[src/rtl/alu_arb_pkg.sv]
// Shared types and constants for the ALU arbiter: FSM states, operation
// payload, ALU function-select codes, flag bit positions and a one-hot helper.
package alu_arb_pkg;

  localparam int unsigned DATA_W  = 32;
  localparam int unsigned FS_W    = 5;
  localparam int unsigned FLAG_W  = 4;
  localparam int unsigned ID_W    = 2;
  localparam int unsigned MAX_REQ = 4;

  // Flag vector layout {Z,C,N,O}
  localparam int unsigned FLAG_Z = 3;
  localparam int unsigned FLAG_C = 2;
  localparam int unsigned FLAG_N = 1;
  localparam int unsigned FLAG_O = 0;

  typedef enum logic [1:0] {
    IDLE    = 2'd0,
    ISSUE   = 2'd1,
    CAPTURE = 2'd2,
    RESPOND = 2'd3
  } arb_state_e;

  // One requester's operation as presented to the ALU
  typedef struct packed {
    logic [FS_W-1:0]   fun_sel;
    logic [DATA_W-1:0] a;
    logic [DATA_W-1:0] b;
    logic              wf;
  } alu_op_t;

  // ALU function selects: 16-bit group (MSB 0) and 32-bit group (MSB 1)
  localparam logic [FS_W-1:0] FS_A16    = 5'b00000;
  localparam logic [FS_W-1:0] FS_B16    = 5'b00001;
  localparam logic [FS_W-1:0] FS_NOTA16 = 5'b00010;
  localparam logic [FS_W-1:0] FS_NOTB16 = 5'b00011;
  localparam logic [FS_W-1:0] FS_ADD16  = 5'b00100;
  localparam logic [FS_W-1:0] FS_ADC16  = 5'b00101;
  localparam logic [FS_W-1:0] FS_SUB16  = 5'b00110;
  localparam logic [FS_W-1:0] FS_AND16  = 5'b00111;
  localparam logic [FS_W-1:0] FS_OR16   = 5'b01000;
  localparam logic [FS_W-1:0] FS_XOR16  = 5'b01001;
  localparam logic [FS_W-1:0] FS_NAND16 = 5'b01010;
  localparam logic [FS_W-1:0] FS_LSL16  = 5'b01011;
  localparam logic [FS_W-1:0] FS_LSR16  = 5'b01100;
  localparam logic [FS_W-1:0] FS_ASR16  = 5'b01101;
  localparam logic [FS_W-1:0] FS_CSL16  = 5'b01110;
  localparam logic [FS_W-1:0] FS_CSR16  = 5'b01111;
  localparam logic [FS_W-1:0] FS_A32    = 5'b10000;
  localparam logic [FS_W-1:0] FS_B32    = 5'b10001;
  localparam logic [FS_W-1:0] FS_NOTA32 = 5'b10010;
  localparam logic [FS_W-1:0] FS_NOTB32 = 5'b10011;
  localparam logic [FS_W-1:0] FS_ADD32  = 5'b10100;
  localparam logic [FS_W-1:0] FS_ADC32  = 5'b10101;
  localparam logic [FS_W-1:0] FS_SUB32  = 5'b10110;
  localparam logic [FS_W-1:0] FS_AND32  = 5'b10111;
  localparam logic [FS_W-1:0] FS_OR32   = 5'b11000;
  localparam logic [FS_W-1:0] FS_XOR32  = 5'b11001;
  localparam logic [FS_W-1:0] FS_NAND32 = 5'b11010;
  localparam logic [FS_W-1:0] FS_LSL32  = 5'b11011;
  localparam logic [FS_W-1:0] FS_LSR32  = 5'b11100;
  localparam logic [FS_W-1:0] FS_ASR32  = 5'b11101;
  localparam logic [FS_W-1:0] FS_CSL32  = 5'b11110;
  localparam logic [FS_W-1:0] FS_CSR32  = 5'b11111;

  function automatic logic [MAX_REQ-1:0] id_onehot(input logic [ID_W-1:0] id);
    id_onehot = MAX_REQ'(1) << id;
  endfunction

endpackage

[src/rtl/alu_arbiter_rr_pick.sv]
// Combinational round-robin selector.
// Ports: req (request vector), last (previous winner) -> valid_c, idx_c
// (first requester found searching upward from last+1, wrapping at NREQ).
module rr_pick
  import alu_arb_pkg::*;
#(
  parameter int unsigned NREQ = 2
) (
  input  logic [NREQ-1:0] req,
  input  logic [ID_W-1:0] last,
  output logic            valid_c,
  output logic [ID_W-1:0] idx_c
);

  logic [MAX_REQ-1:0] req_pad;
  logic [ID_W-1:0]    cand;

  assign req_pad = MAX_REQ'(req);

  // Walk NREQ candidates starting after last; the first hit wins
  always_comb begin
    valid_c = 1'b0;
    idx_c   = '0;
    cand    = last;
    for (int unsigned k = 0; k < NREQ; k++) begin
      cand = (cand == ID_W'(NREQ - 1)) ? '0 : cand + ID_W'(1);
      if (!valid_c && req_pad[cand]) begin
        valid_c = 1'b1;
        idx_c   = cand;
      end
    end
  end

endmodule

[src/rtl/alu_arbiter.sv]
// Round-robin arbiter/sequencer sharing one ALU among NREQ requesters.
// Sequence per operation: IDLE (grant) -> ISSUE -> CAPTURE -> RESPOND (Ack).
// Ports: Clock, Reset (sync, active-high); Req/ReqFunSel/ReqA/ReqB/ReqWF
// packed per requester; ALU_FunSel/ALU_A/ALU_B/ALU_WF to the ALU,
// ALU_Out/ALU_Flags back; Result/ResultFlags/Ack/GrantId/Busy to requesters.
// Optional feature macro ALU_ARB_LOCK_EN adds ReqLock, which keeps the grant
// with the current winner for its next operation.
module alu_arbiter
  import alu_arb_pkg::*;
#(
  parameter int unsigned NREQ = 2
) (
  input  logic                   Clock,
  input  logic                   Reset,
  input  logic [NREQ-1:0]        Req,
  input  logic [FS_W*NREQ-1:0]   ReqFunSel,
  input  logic [DATA_W*NREQ-1:0] ReqA,
  input  logic [DATA_W*NREQ-1:0] ReqB,
  input  logic [NREQ-1:0]        ReqWF,
`ifdef ALU_ARB_LOCK_EN
  input  logic [NREQ-1:0]        ReqLock,
`endif
  output logic [FS_W-1:0]        ALU_FunSel,
  output logic [DATA_W-1:0]      ALU_A,
  output logic [DATA_W-1:0]      ALU_B,
  output logic                   ALU_WF,
  input  logic [DATA_W-1:0]      ALU_Out,
  input  logic [FLAG_W-1:0]      ALU_Flags,
  output logic [DATA_W-1:0]      Result,
  output logic [FLAG_W-1:0]      ResultFlags,
  output logic [NREQ-1:0]        Ack,
  output logic [ID_W-1:0]        GrantId,
  output logic                   Busy
);

  arb_state_e        state_q, state_d;
  alu_op_t           op_q, op_d;
  logic [DATA_W-1:0] result_q, result_d;
  logic [FLAG_W-1:0] flags_q, flags_d;
  logic [NREQ-1:0]   ack_q, ack_d;
  logic [ID_W-1:0]   grant_q, grant_d;
  logic [ID_W-1:0]   last_q, last_d;
  logic              busy_q, busy_d;

  logic [NREQ-1:0]   req_eff_c;
  logic              win_valid_c;
  logic [ID_W-1:0]   win_idx_c;
  alu_op_t           req_op [MAX_REQ];

  // Unpack each requester's operation; unused slots read as zero
  for (genvar gi = 0; gi < MAX_REQ; gi++) begin : g_op
    if (gi < NREQ) begin : g_live
      assign req_op[gi] = '{fun_sel: ReqFunSel[FS_W*gi +: FS_W],
                            a:       ReqA[DATA_W*gi +: DATA_W],
                            b:       ReqB[DATA_W*gi +: DATA_W],
                            wf:      ReqWF[gi]};
    end else begin : g_pad
      assign req_op[gi] = '0;
    end
  end

`ifdef ALU_ARB_LOCK_EN
  logic               lock_q, lock_d;
  logic [MAX_REQ-1:0] lock_pad;

  assign lock_pad = MAX_REQ'(ReqLock);
  // While locked only the holder of the lock may be granted
  assign req_eff_c = lock_q ? (Req & NREQ'(id_onehot(grant_q))) : Req;
`else
  assign req_eff_c = Req;
`endif

  rr_pick #(.NREQ(NREQ)) u_rr_pick (
    .req     (req_eff_c),
    .last    (last_q),
    .valid_c (win_valid_c),
    .idx_c   (win_idx_c)
  );

  // State and output registers
  always_ff @(posedge Clock) begin
    if (Reset) begin
      state_q  <= IDLE;
      op_q     <= '0;
      result_q <= '0;
      flags_q  <= '0;
      ack_q    <= '0;
      grant_q  <= '0;
      last_q   <= ID_W'(NREQ - 1);
      busy_q   <= 1'b0;
`ifdef ALU_ARB_LOCK_EN
      lock_q   <= 1'b0;
`endif
    end else begin
      state_q  <= state_d;
      op_q     <= op_d;
      result_q <= result_d;
      flags_q  <= flags_d;
      ack_q    <= ack_d;
      grant_q  <= grant_d;
      last_q   <= last_d;
      busy_q   <= busy_d;
`ifdef ALU_ARB_LOCK_EN
      lock_q   <= lock_d;
`endif
    end
  end

  // Next-state and next-output logic
  always_comb begin
    state_d  = state_q;
    op_d     = op_q;
    result_d = result_q;
    flags_d  = flags_q;
    ack_d    = '0;
    grant_d  = grant_q;
    last_d   = last_q;
`ifdef ALU_ARB_LOCK_EN
    lock_d   = lock_q;
`endif
    unique case (state_q)
      IDLE: begin
        op_d.wf = 1'b0;
        if (win_valid_c) begin
          op_d    = req_op[win_idx_c];
          grant_d = win_idx_c;
`ifdef ALU_ARB_LOCK_EN
          lock_d  = lock_pad[win_idx_c];
`endif
          state_d = ISSUE;
        end
      end
      ISSUE: begin
        // ALU consumes the operation at this edge; keep flags safe afterwards
        op_d.wf = 1'b0;
        state_d = CAPTURE;
      end
      CAPTURE: begin
        result_d = ALU_Out;
        flags_d  = ALU_Flags;
        ack_d    = NREQ'(id_onehot(grant_q));
        last_d   = grant_q;
        state_d  = RESPOND;
      end
      RESPOND: begin
        state_d = IDLE;
      end
      default: begin
        state_d = IDLE;
      end
    endcase
    busy_d = (state_d != IDLE);
  end

  assign ALU_FunSel  = op_q.fun_sel;
  assign ALU_A       = op_q.a;
  assign ALU_B       = op_q.b;
  assign ALU_WF      = op_q.wf;
  assign Result      = result_q;
  assign ResultFlags = flags_q;
  assign Ack         = ack_q;
  assign GrantId     = grant_q;
  assign Busy        = busy_q;

endmodule

[config.mk]
export PLATFORM = sky130hd
export DESIGN_NAME = alu_arbiter
export DESIGN_NICKNAME = d
export VERILOG_FILES = /design/src/rtl/alu_arb_pkg.sv /design/src/rtl/alu_arbiter_rr_pick.sv /design/src/rtl/alu_arbiter.sv
export SDC_FILE = /design/constraint.sdc
export NUM_CORES = 1
export LEC_CHECK = 0
export BUFFER_PORTS_ARGS = -buffer_cell sky130_fd_sc_hd__buf_2
export CORE_UTILIZATION = 46
export CTS_BUF_LIST = sky130_fd_sc_hd__clkbuf_4 sky130_fd_sc_hd__clkbuf_8
export DETAILED_ROUTE_END_ITERATION = 10
export GPL_TIMING_DRIVEN = 0
export PLACE_DENSITY = 0.85
export SETUP_SLACK_MARGIN = 0.5
export SKIP_LAST_GASP = 1
export SLEW_MARGIN = 20
export SYNTH_ARGS = -nofsm -noshare
export SYNTH_HDL_FRONTEND = slang
export SYNTH_SLANG_ARGS = --single-unit
[constraint.sdc]
create_clock -name Clock -period 2.22 [get_ports Clock]
set_input_delay 0.666 -clock Clock [delete_from_list [all_inputs] [get_ports Clock]]
set_output_delay 0.666 -clock Clock [all_outputs]
set_load 0.01 [all_outputs]
==> flow_metrics.tcl <==
set metrics [dict create \
    pwr-share-seq_pct 32.7 \
    die_w_um 114 \
    status "complete, no violations" \
    fmax_mhz 591 \
    endpoint_kind "flop" \
    r2r-start "last_q[0]$_SDFFE_PP1P_" \
    nets 1079 \
    maxCapViolCount 0 \
    fin_hold_ws_ps 447 \
    synth.net_count 771 \
    multiInputGateArea_mm2 0.00311 \
    switching_share_pct 40.2 \
    rsz0062_at_grt "yes" \
    antenna_found_initial 1 \
    grt_pass1_wl_mm 30.2 \
    routed_wl_mm 19.9 \
    cp_num_buf_inv 4 \
    place.gp.congestion 0.860 \
    cp_top_family "buffers and inverters" \
    core.rowCount 40 \
    avgSynthCellArea_um2 9.88 \
    synth_enable_flop_cells 0 \
    grt_overflow 0 \
    wl_per_cell_um 18.5 \
    synthAdderAreaFrac_pct 0.863 \
    synth_top_area_share_pct 39.7 \
    cts_sinks 115 \
    p_switching_uw 3780 \
    vias_per_cell 5.85 \
    criticalPathCategory "in -> reg" \
    rrSetupSlack_ps 540 \
    ant_nets 0 \
    dieArea_mm2 0.0131 \
    num_vias 6299 \
    clock_power_share_pct 20.2 \
    internal-power_uw 5630 \
    cts_tree "yes" \
    drive_above_1_share_pct 50.6 \
    hold_viol_final 0 \
    setup_viol 0 \
    power.total_uw 9410 \
    n_fill_cell 993 \
    yosysSeqAreaShare_pct 39.7 \
    grt_max_degree 17 \
    yosysMostFrequentCell "dfxtp_1" \
    synth_top_family_by_area "compound AO/OA/AOI/OAI gates" \
    power_leakage_uw 0.00343 \
    clkTransAtPathRegs_ps 80 \
    synthTopCellsByCount "dfxtp_1, a21oi_1, nand4_1, o31ai_1, a311oi_2" \
    grtUsageTotal_pct 29.9 \
    regToRegEndpoint "ALU_A[2]$_SDFFE_PP0P_" \
    path_cells "buf_2, buf_2, inv_2, clkbuf_1, o31ai_1, a311oi_2" \
    start_util_pct 47.7 \
    dr.pass1.iters 5 \
    ir_drop_mv 0.506 \
    slowest_delay_ps 390 \
    yosysUniqueCellTypes 31 \
    cp_max_fo 10 \
    relSlewSlack_pct 50.0 \
    synth_area_leaders "dfxtp_1, a311oi_2, o31ai_1" \
    die_y_um 114 \
    grt_pass1_vias 5784 \
    period_needed_ps 1690 \
    synth.cell_area_mm2 0.00580 \
    core-area_mm2 0.0122 \
    cts_hold_buf 0 \
    worst_slack_ps 529 \
    clock_latency_ps 450 \
    synth_mux_area_share_pct 6.39 \
    htreeDepth 4 \
    required_ps 2520 \
    synth-compound-area-share_pct 34.2 \
    arrival_ps 2000 \
    synthArstFlopShare_pct 0 \
    seq_area_mm2 0.00231 \
    synthSimpleGateAreaFrac_pct 11.7 \
    hp-class "in -> reg" \
    cp_common_cell "buf_2" \
    syn_to_final_growth_pct 37.9 \
    p_per_area_mw_per_mm2 1180 \
    worst_pin_slew_ps 751 \
    dp_hpwl_mm 14.2 \
    hp-start "ALU_Out[2]" \
    clock_path_buffers 2 \
    drt_iter0_drc 559 \
    min_to "Result[2]$_SDFFE_PP0P_" \
    synth-seq-cells 115 \
    hold_path_depth 3 \
    io_buffer_count 289 \
    io_pins 291 \
    cts_setup_buffers 0 \
    finalCritPeriodShare_pct 76.2 \
    ys_warn_count 0 \
    critPathSlowestCell "o31ai_1" \
    finalClockSkew_ps 9.32 \
    yosys.area_share.xor_xnor_pct 0 \
    ys.flop_type "dfxtp_1" \
    post-synth-top-area-cell "dfxtp_1" \
    ctsRootBufferMaster "clkbuf_8" \
    power_frac_comb_pct 47.1 \
    syn_inst 587 \
    drc_errors 0 \
    rr_worst_depth 6 \
    drv_slew 0 \
    cts_buffers 17 \
    critPathLaunchType "input port" \
    dpl_worst_slack_ps -112 \
]
[state kept, by name, summed over array words and instances (netlist names)]
signal       cells
ALU_WF           1
state_q          2
Result          32
last_q           2
Busy             1
ALU_FunSel       5
ResultFlags      4
GrantId          2
ALU_A           32
Ack              2
ALU_B           32
[kinds of logic (layout without fill, tap and decap cells)]
group | Yosys count | after routing
multiplexers | 37 | 37
buffers and inverters | 91 | 412
AO/OA/AOI/OAI | 218 | 218
flip-flops | 115 | 115
AND/OR/NAND/NOR | 122 | 122
adder cells (fa/ha/maj) | 4 | 4
other | 0 | 1
[per-stage QoR]
| step | cells | util, % | area [µm²] | setup TNS (ps) |
|---|---|---|---|---|
| finish | 1077 | 65.7 | 7990 | 0 |
| detailed placement | 1044 | 61.4 | 7470 | -2660 |
| floorplan | 587 | - | 5810 | 0 |
| global route | 1077 | 65.7 | 7990 | 0 |
| CTS | 1076 | 65.0 | 7900 | 0 |
| global placement | 1044 | 61.4 | 7470 | -1530 |
[cell type report]
type,count,share of cell area [%]
Multi-Input combinational cell,381,38.9
Sequential cell,115,28.9
Timing Repair Buffer,289,18.1
Buffer,88,6.61
Clock buffer,17,2.93
Tap cell,168,2.63
Clock inverter,15,1.86
Inverter,3,0.141
Antenna cell,1,0.0313
[routing by layer]
| metal | track usage (%) | wire length [µm] | vias up |
|---|---|---|---|
| li1 | - | - | 2951 |
| met2 | 50.7 | 9960 | 338 |
| met3 | 9.11 | 1680 | 51 |
| met1 | 35.1 | 7830 | 2959 |
| met5 | 0 | 0 | - |
| met4 | 12.0 | 420 | 0 |
[cells in the final DEF, fill, tap and decap left out, types with 6 or more instances in the layout]
cell | synthesis | layout
a21oi_1 | 72 | 72
a311oi_2 | 69 | 69
buf_2 | 9 | 299
buf_8 | 0 | 6
clkbuf_1 | 68 | 28
clkbuf_2 | 0 | 30
clkbuf_4 | 0 | 6
clkbuf_8 | 0 | 18
dfxtp_1 | 115 | 112
mux2i_1 | 37 | 37
nand4_1 | 70 | 70
nor2_1 | 38 | 38
o31ai_1 | 70 | 69
[power groups by stage]
stage,Sequential [µW],Combinational (µW),Clock [µW]
floorplan,3360,2600,0
global placement,3080,4140,0
detailed placement,3090,4220,0
CTS,3060,4310,1920
global route,3140,4760,2040
finish,3080,4430,1900
[what timing repair did]
action                                  4_1_cts  5_1_grt
cloned                                        0        0
endpoints found under the setup margin       75      102
pin swaps                                     0        1
gates resized for setup                      28       75
[worst reg2reg max path, stage by stage (launching register included)]
cell	delay, ps
dfxtp_1	360
or3b_1	400
buf_6	160
and2_4	150
buf_8	150
buf_12	150
a311oi_2	210
[worst max path at each step]
stage | start | to | slack (ps) | depth (start not counted)
6_report | Req[1] | ALU_B[8]$_SDFFE_PP0P_ | 530 | 6
5_1_grt | Req[1] | ALU_FunSel[3]$_SDFFE_PP0P_ | 500 | 6
4_1_cts | state_q[0]$_SDFF_PP0_ | ALU_A[26]$_SDFFE_PP0P_ | 480 | 8
3_5_place_dp | Reset | ALU_B[24]$_SDFFE_PP0P_ | -110 | 4
3_3_place_gp | Reset | ALU_B[15]$_SDFFE_PP0P_ | -70 | 4
2_1_floorplan | Req[0] | ALU_A[0]$_SDFFE_PP0P_ | 410 | 6
No activity file was read; power rests on OpenSTA's default activity.
